**config.mk**
```make
export PLATFORM = sky130hd
export DESIGN_NAME = ez8_loader
export DESIGN_NICKNAME = d
export VERILOG_FILES = /design/src/rtl/ez8_loader.sv
export SDC_FILE = /design/constraint.sdc
export NUM_CORES = 1
export LEC_CHECK = 0
export CORE_UTILIZATION = 45
export DETAILED_ROUTE_END_ITERATION = 6
export PLACE_DENSITY = 0.79
export SLEW_MARGIN = 25
export SYNTH_ARGS = -nofsm -noshare
export SYNTH_HDL_FRONTEND = slang
export SYNTH_SLANG_ARGS = --single-unit
```
**constraint.sdc**
```tcl
create_clock -name clk -period 2.8 [get_ports clk]
set_input_delay 0.28 -clock clk [delete_from_list [all_inputs] [get_ports clk]]
set_output_delay 0.28 -clock clk [all_outputs]
set_load 0.005 [all_outputs]
```
**src/rtl/ez8_loader.sv**
```systemverilog
// ez8_loader: boot/debug controller that loads programs into ez8 instruction memory
//
// Ports:
//   clk             system clock
//   reset           asynchronous, active-high reset
//   in_data         host command/data byte
//   in_valid        in_data valid
//   in_ready        byte accepted when in_valid && in_ready at a rising clk edge
//   cpu_reset       drives CPU reset
//   cpu_pause       drives CPU pause
//   cpu_stopped     CPU stopped flag (status only)
//   instr_writeaddr instruction write address
//   instr_writedata instruction word
//   instr_write_en  one-cycle write strobe
//   busy            high in any state other than IDLE
//   load_done       one-cycle pulse when a LOAD completes
//   load_count      number of words written by the last LOAD
//   load_error      sticky checksum error
//   running         !cpu_pause && !cpu_reset && !cpu_stopped
//
// Optional feature: define EZ8_LOADER_CHECKSUM_EN to add a trailing checksum
// byte (mod-256 sum of data bytes) to every LOAD. Without it, load_error stays 0.
module ez8_loader #(
    parameter int ADDR_WIDTH   = 12,
    parameter int RESET_CYCLES = 4,
    parameter int BOOT_RUN     = 0
) (
    input  logic                  clk,
    input  logic                  reset,
    input  logic [7:0]            in_data,
    input  logic                  in_valid,
    output logic                  in_ready,
    output logic                  cpu_reset,
    output logic                  cpu_pause,
    input  logic                  cpu_stopped,
    output logic [ADDR_WIDTH-1:0] instr_writeaddr,
    output logic [15:0]           instr_writedata,
    output logic                  instr_write_en,
    output logic                  busy,
    output logic                  load_done,
    output logic [ADDR_WIDTH-1:0] load_count,
    output logic                  load_error,
    output logic                  running
);

    typedef enum logic [2:0] {IDLE, CNT_HI, CNT_LO, DATA_HI, DATA_LO, CHK, RSTP} state_t;

`ifdef EZ8_LOADER_CHECKSUM_EN
    localparam bit CHK_EN = 1'b1;
`else
    localparam bit CHK_EN = 1'b0;
`endif
    // state entered once all words are written (or count was zero)
    localparam state_t DONE = CHK_EN ? CHK : IDLE;

    state_t                state, state_d;
    logic [11:0]           count, count_d, words, words_d, cnt_new;
    logic [7:0]            hi, hi_d, rst_cnt, rst_cnt_d, sum, sum_d;
    logic                  cpu_reset_d, cpu_pause_d, write_en_d, load_done_d, load_error_d;
    logic [ADDR_WIDTH-1:0] waddr_d, load_count_d;
    logic [15:0]           wdata_d;
    logic                  acc, last;

    assign in_ready = state != RSTP;
    assign busy     = state != IDLE;
    assign running  = !cpu_pause && !cpu_reset && !cpu_stopped;
    assign acc      = in_valid && in_ready;
    assign cnt_new  = {count[11:8], in_data};
    assign last     = words + 12'd1 == count;

    always_ff @(posedge clk or posedge reset) begin
        if (reset) begin
            state           <= IDLE;
            cpu_reset       <= 1'b0;
            cpu_pause       <= BOOT_RUN == 0;
            instr_write_en  <= 1'b0;
            instr_writeaddr <= '0;
            instr_writedata <= '0;
            load_done       <= 1'b0;
            load_count      <= '0;
            load_error      <= 1'b0;
            count           <= '0;
            words           <= '0;
            hi              <= '0;
            rst_cnt         <= '0;
            sum             <= '0;
        end else begin
            state           <= state_d;
            cpu_reset       <= cpu_reset_d;
            cpu_pause       <= cpu_pause_d;
            instr_write_en  <= write_en_d;
            instr_writeaddr <= waddr_d;
            instr_writedata <= wdata_d;
            load_done       <= load_done_d;
            load_count      <= load_count_d;
            load_error      <= load_error_d;
            count           <= count_d;
            words           <= words_d;
            hi              <= hi_d;
            rst_cnt         <= rst_cnt_d;
            sum             <= sum_d;
        end
    end

    always_comb begin
        state_d = state;
        case (state)
            IDLE:    if (acc) state_d = in_data == 8'h01 ? CNT_HI : in_data == 8'h04 ? RSTP : IDLE;
            CNT_HI:  if (acc) state_d = CNT_LO;
            CNT_LO:  if (acc) state_d = cnt_new == 12'd0 ? DONE : DATA_HI;
            DATA_HI: if (acc) state_d = DATA_LO;
            DATA_LO: if (acc) state_d = last ? DONE : DATA_HI;
            CHK:     if (acc) state_d = IDLE;
            RSTP:    if (rst_cnt == 8'd1) state_d = IDLE;
            default: state_d = IDLE;
        endcase
    end

    always_comb begin
        cpu_reset_d  = cpu_reset;
        cpu_pause_d  = cpu_pause;
        write_en_d   = 1'b0;
        // address advances in the cycle after each strobe
        waddr_d      = instr_write_en ? instr_writeaddr + ADDR_WIDTH'(1) : instr_writeaddr;
        wdata_d      = instr_writedata;
        load_done_d  = 1'b0;
        load_count_d = load_count;
        load_error_d = load_error;
        count_d      = count;
        words_d      = words;
        hi_d         = hi;
        rst_cnt_d    = rst_cnt;
        sum_d        = sum;
        case (state)
            IDLE: if (acc) begin
                if (in_data == 8'h01) load_error_d = 1'b0;
                if (in_data == 8'h02) cpu_pause_d = 1'b0;
                if (in_data == 8'h03) cpu_pause_d = 1'b1;
                if (in_data == 8'h04) begin
                    cpu_reset_d = 1'b1;
                    rst_cnt_d   = 8'(RESET_CYCLES);
                end
            end
            CNT_HI: if (acc) begin
                count_d     = {in_data[3:0], 8'h00};
                cpu_reset_d = 1'b1;
                cpu_pause_d = 1'b1;
                waddr_d     = '0;
                words_d     = '0;
                sum_d       = '0;
            end
            CNT_LO: if (acc) begin
                count_d = cnt_new;
                if (cnt_new == 12'd0 && !CHK_EN) begin
                    load_done_d  = 1'b1;
                    load_count_d = '0;
                    cpu_reset_d  = 1'b0;
                end
            end
            DATA_HI: if (acc) begin
                hi_d  = in_data;
                sum_d = sum + in_data;
            end
            DATA_LO: if (acc) begin
                wdata_d    = {hi, in_data};
                write_en_d = 1'b1;
                words_d    = words + 12'd1;
                sum_d      = sum + in_data;
                if (last && !CHK_EN) begin
                    load_done_d  = 1'b1;
                    load_count_d = ADDR_WIDTH'(count);
                    cpu_reset_d  = 1'b0;
                end
            end
            CHK: if (acc) begin
                load_done_d  = 1'b1;
                load_count_d = ADDR_WIDTH'(count);
                // a bad checksum keeps the CPU in reset until a clean LOAD or RESET
                cpu_reset_d  = in_data != sum;
                load_error_d = load_error || in_data != sum;
            end
            RSTP: begin
                rst_cnt_d = rst_cnt - 8'd1;
                if (rst_cnt == 8'd1) cpu_reset_d = 1'b0;
            end
            default: ;
        endcase
    end

endmodule
```
**After elaboration in Yosys (flattened, before gate mapping)**

Index checks and enable logic that the tools add are counted.

- Mux-type cells: 58
- Equal/unequal tests: 27
- $add $sub $neg: 4
- Reductions and logical operators: 31
- Bitwise operators: 1

Operators with widths:

| cell | count |
|---|---|
| $mux 12 | 11 |
| $pmux 12 s2 | 2 |
| $mux 8 | 5 |
| $pmux 12 s3 | 1 |
| $pmux 8 s2 | 2 |
| $mux 3 | 9 |
| $add 12x1->12 const B | 2 |
| $ne 2x2->1 const B | 11 |
| $mux 1 | 21 |
| $pmux 3 s7 | 1 |
| $eq 8x1->1 const B | 2 |
| $eq 8x2->1 const B | 2 |
| $reduce_and 3->1 | 5 |
| $eq 12x12->1 | 1 |
| $logic_not 12->1 | 1 |
| $reduce_bool 2->1 | 6 |
| $reduce_and 10->1 | 1 |
| $eq 3x3->1 const B | 3 |
| $add 8x8->8 | 1 |
| $eq 8x3->1 const B | 1 |
| $ne 8x8->1 | 1 |
| $reduce_and 4->1 | 2 |
| $sub 8x1->8 const B | 1 |
| $reduce_and 7->1 | 1 |
| other kinds (18) | 28 |

- Bits in registers: 96
- Output and inout bits: 48
- Input bits: 12

**Logic depth before layout (Yosys ltp)**

- Word-level depth: 5
- Mapped depth: 9
- Mapped depth without buffers: 9

**Worst setup path after synthesis**

Ideal clock, no wire load.

- Kind: register -> register
- From: reg words[0]
- To: reg load_count[0]
- Path buffers: 1
- Period minus slack after synthesis: 2463 ps
- Setup slack: 337 ps
- Library setup time: 65 ps
- Stages on the path, launching flop included: 10
- Data arrival time: 2397 ps
- Path through: dfrtp_1 ha_1 and4_1 and2_1 and3_1 o31ai_1 nor4_1 o21ai_1 clkbuf_1 a22o_1

- Longest elaborated chain between the ends: 4

Ends and longest elaborated chain:

| item | line | source |
|---|---|---|
| start: declaration | 57 | `logic [11:0] count, count_d, words, words_d, cnt_new;` |
| start signal: assignment | 98 | `words <= words_d;` |
| $add 12x1->12 | 69 | `assign last = words + 12'd1 == count;` |
| $eq 12x12->1 | 69 |  |
| $ne 2x2->1 (no source line) | -- |  |
| $reduce_and 6->1 (no source line) | -- |  |
| end signal: assignment | 95 | `load_count <= load_count_d;` |
| end: declaration | 41 | `output logic [ADDR_WIDTH-1:0] load_count,` |

Every way passes these cells.
A chain may end at the register's enable or synchronous reset.

**Worst setup path after layout**

- From: reg words[1]
- To: reg load_count[5]

Same word-level chain as after synthesis.

==> flow_summary.toml <==
[status]
outcome = "finished clean"

[die]
io_pins = 60
die_y_um = 105
die_area_sq_um = 11100
rows = 37
die_x_um = 105
core-area_sq_um = 10300
start_util_pct = 46.5

[cts]
cts_tree = "yes"
clk_latency_ns = 0.37
clock_path_buffers = 2
path_clk_slew_ns = 0.10
cts_sinks = 96
numCtsBuffers = 9
cts_max_level = 3
root_buffer = "clkbuf_8"
holdBufCountCts = 0

[flow_run]
max_cap_viol_count = 0

[cells_and_area]
area_growth_pct = 23.1
antenna_cells = 0
final_common_cell = "nand2_1"
fin_util_pct = 57.3
fillCellCount = 898
final_cell_mix = "116 x nand2_1, 95 x dfrtp_1, 59 x clkdlybuf4s50_1, 45 x nor2_1, 44 x o21ai_0"
nets = 614
final_layout_size_suffix_gt1_share_pct = 10.9

[detailed_routing]
postRouteAntennaNets = 0
route.detailed.drc = 0
routed_wl_um = 11800
route.vias.total = 4110
drt_pass1_iterations = 5
drt_iter0_markers = 273
wire_per_inst_um = 16.2
vias_per_cell = 5.62

[sta]
period_share_pct = 95.4
rsz0062_at_grt = "false"
fin_crit_ns = 2.67
skew_ns = 0.0127
hold_violations = 0
slew_viol_final = 0
setup_ws_ns = 0.128
setup_viol = 0
maxSlewHeadroom_pct = 56.3
fmax_ghz = 0.374
tightest_slew_ns = 0.653

[worst_setup_path]
crit_path_end_kind = "register"
arrival_ns = 2.98
crit_required_ns = 3.11
worstSetupPathType = "register to register"
cp_max_fo = 11
cp-start-kind = "register"
crit-reg2reg-launch = "words[1]"
critPathLaunch = "words[1]"

[power]
p_per_area_nw_per_um2 = 898
peakVddDrop_mv = 0.376
leakagePower_nw = 2.69

[logic_synthesis]
synth_cells = 514
synthFlopType = "dfrtp_1"
ys_ff_latch = 96
synthDistinctLibCells = 55
synth-seq-area-share_pct = 50.1
avgSynthCellArea_sq_um = 9.34
yosysWarnings = 0
synth_area_sq_um = 4800
synth_edf_count = 0
synth.net_count = 538
async_flop_share_pct = 100

[grt]
met3_usage_pct = 2.97
antenna_found_initial = 0
track_usage_pct = 22.6
overflow = 0
busiest_layer = "met2"
grt_pass1_vias = 4185
met1_usage_pct = 29.5
grt_pass1_wl_um = 20000
grt.met2_usage_pct = 37.8
grt_max_degree = 97

[placement]
portBuffers = 59
place_ws_ns = -0.117
dp_hpwl_um = 8370
place_congestion = 0.931

[min_path]
hold_class = "input pin to asynchronous set/reset pin"
==> Yosys cell counts, types with 7 or more instances <==
cell	n	share of area, %
a21oi_1	17	1.8
a22o_1	19	3.5
clkbuf_1	15	1.2
dfrtp_1	95	50
ha_1	11	2.9
inv_1	12	0.94
mux2_2	8	1.9
nand2_1	116	9.1
nand3_1	12	1.3
nor2_1	45	3.5
nor3_1	9	0.94
o21ai_0	44	4.6
o31ai_1	7	1.1
xnor2_1	20	3.6
xor2_1	11	2.0
==> final cells by class <==
type                            count  area [sq um]  area share, %
Multi-Input combinational cell    386          2290           38.7
Tap cell                          136           170           2.88
Timing Repair Buffer               84           791           13.4
Sequential cell                    96          2400           40.7
Clock buffer                        9           124           2.10
Clock inverter                      7          83.8           1.42
Inverter                           13          50.0          0.847
==> worst max-delay path: stages, from the launching register on <==
cell,delay [ns]
dfrtp_1,0.44
ha_2,0.23
and4_2,0.28
and2_2,0.23
o21ai_0,0.22
o31ai_2,0.13
or4_4,0.58
a21oi_2,0.15
buf_4,0.19
a22o_1,0.15
==> timing repair <==
| action | in CTS | in global routing |
|---|---|---|
| gates resized for setup | 0 | 6 |
| setup endpoints to repair | 0 | 15 |
| setup buffers | 0 | 0 |
==> metal layers <==
layer | up-vias | wire, um
met2 | 133 | 5870
met3 | 34 | 564
met1 | 2005 | 5060
met4 | 0 | 322
li1 | 1938 | -
met5 | - | 0
==> stage by stage <==
| stage | setup TNS, ns | hold slack [ns] | instances | total power, W | cell area [sq um] |
|---|---|---|---|---|---|
| floorplan | 0 | 0.385 | 514 | 0.00346 | 4800 |
| global placement | 0 | 0.444 | 715 | 0.00423 | 5690 |
| detailed placement | -1.23 | 0.453 | 715 | 0.00433 | 5690 |
| CTS | 0 | 0.368 | 731 | 0.00531 | 5890 |
| global route | 0 | 0.407 | 731 | 0.00568 | 5910 |
| finish | 0 | 0.349 | 731 | 0.00531 | 5910 |
==> worst paths after layout <==
path / slack [ns] / end / cells after the start
worst min-delay path: 0.35 / instr_writedata[12] / 3
worst max register to register: 0.13 / load_count[5] / 9
worst max-delay path: 0.13 / load_count[5] / 9
min in group clk: 0.47 / instr_writedata[12] / 2
worst min register to register: 0.47 / instr_writedata[12] / 2
max in group asynchronous: 2.05 / cpu_pause / 3
==> state kept, by name, summed over array words and instances (netlist names) <==
| signal | cells |
|---|---|
| load_count | 12 |
| instr_writedata | 16 |
| rst_cnt | 8 |
| instr_write_en | 1 |
| hi | 8 |
| sum | 8 |
| load_done | 1 |
| instr_writeaddr | 12 |
| cpu_pause | 1 |
| count | 12 |
| words | 12 |
| cpu_reset | 1 |
| state | 3 |
| load_error | 1 |
==> cells by family (layout without fill, tap and decap cells) <==
kind of cell / after synthesis / after routing / synth area share [%]
mux: 10 / 10 / 2.29
simple gates: 217 / 217 / 20.4
flops: 96 / 96 / 50.1
buf+inv: 32 / 113 / 2.71
xor+xnor: 31 / 31 / 5.66
compound gates: 116 / 116 / 15.6
fa+ha+maj: 12 / 12 / 3.28
==> power by group <==
part           internal [W]  leakage, nW  switching (W)
clock network      0.000432        0.108       0.000534
registers           0.00184         1.26       0.000435
logic               0.00105         1.32        0.00102
total               0.00332         2.69        0.00199
(Power assumes the default switching activity.)
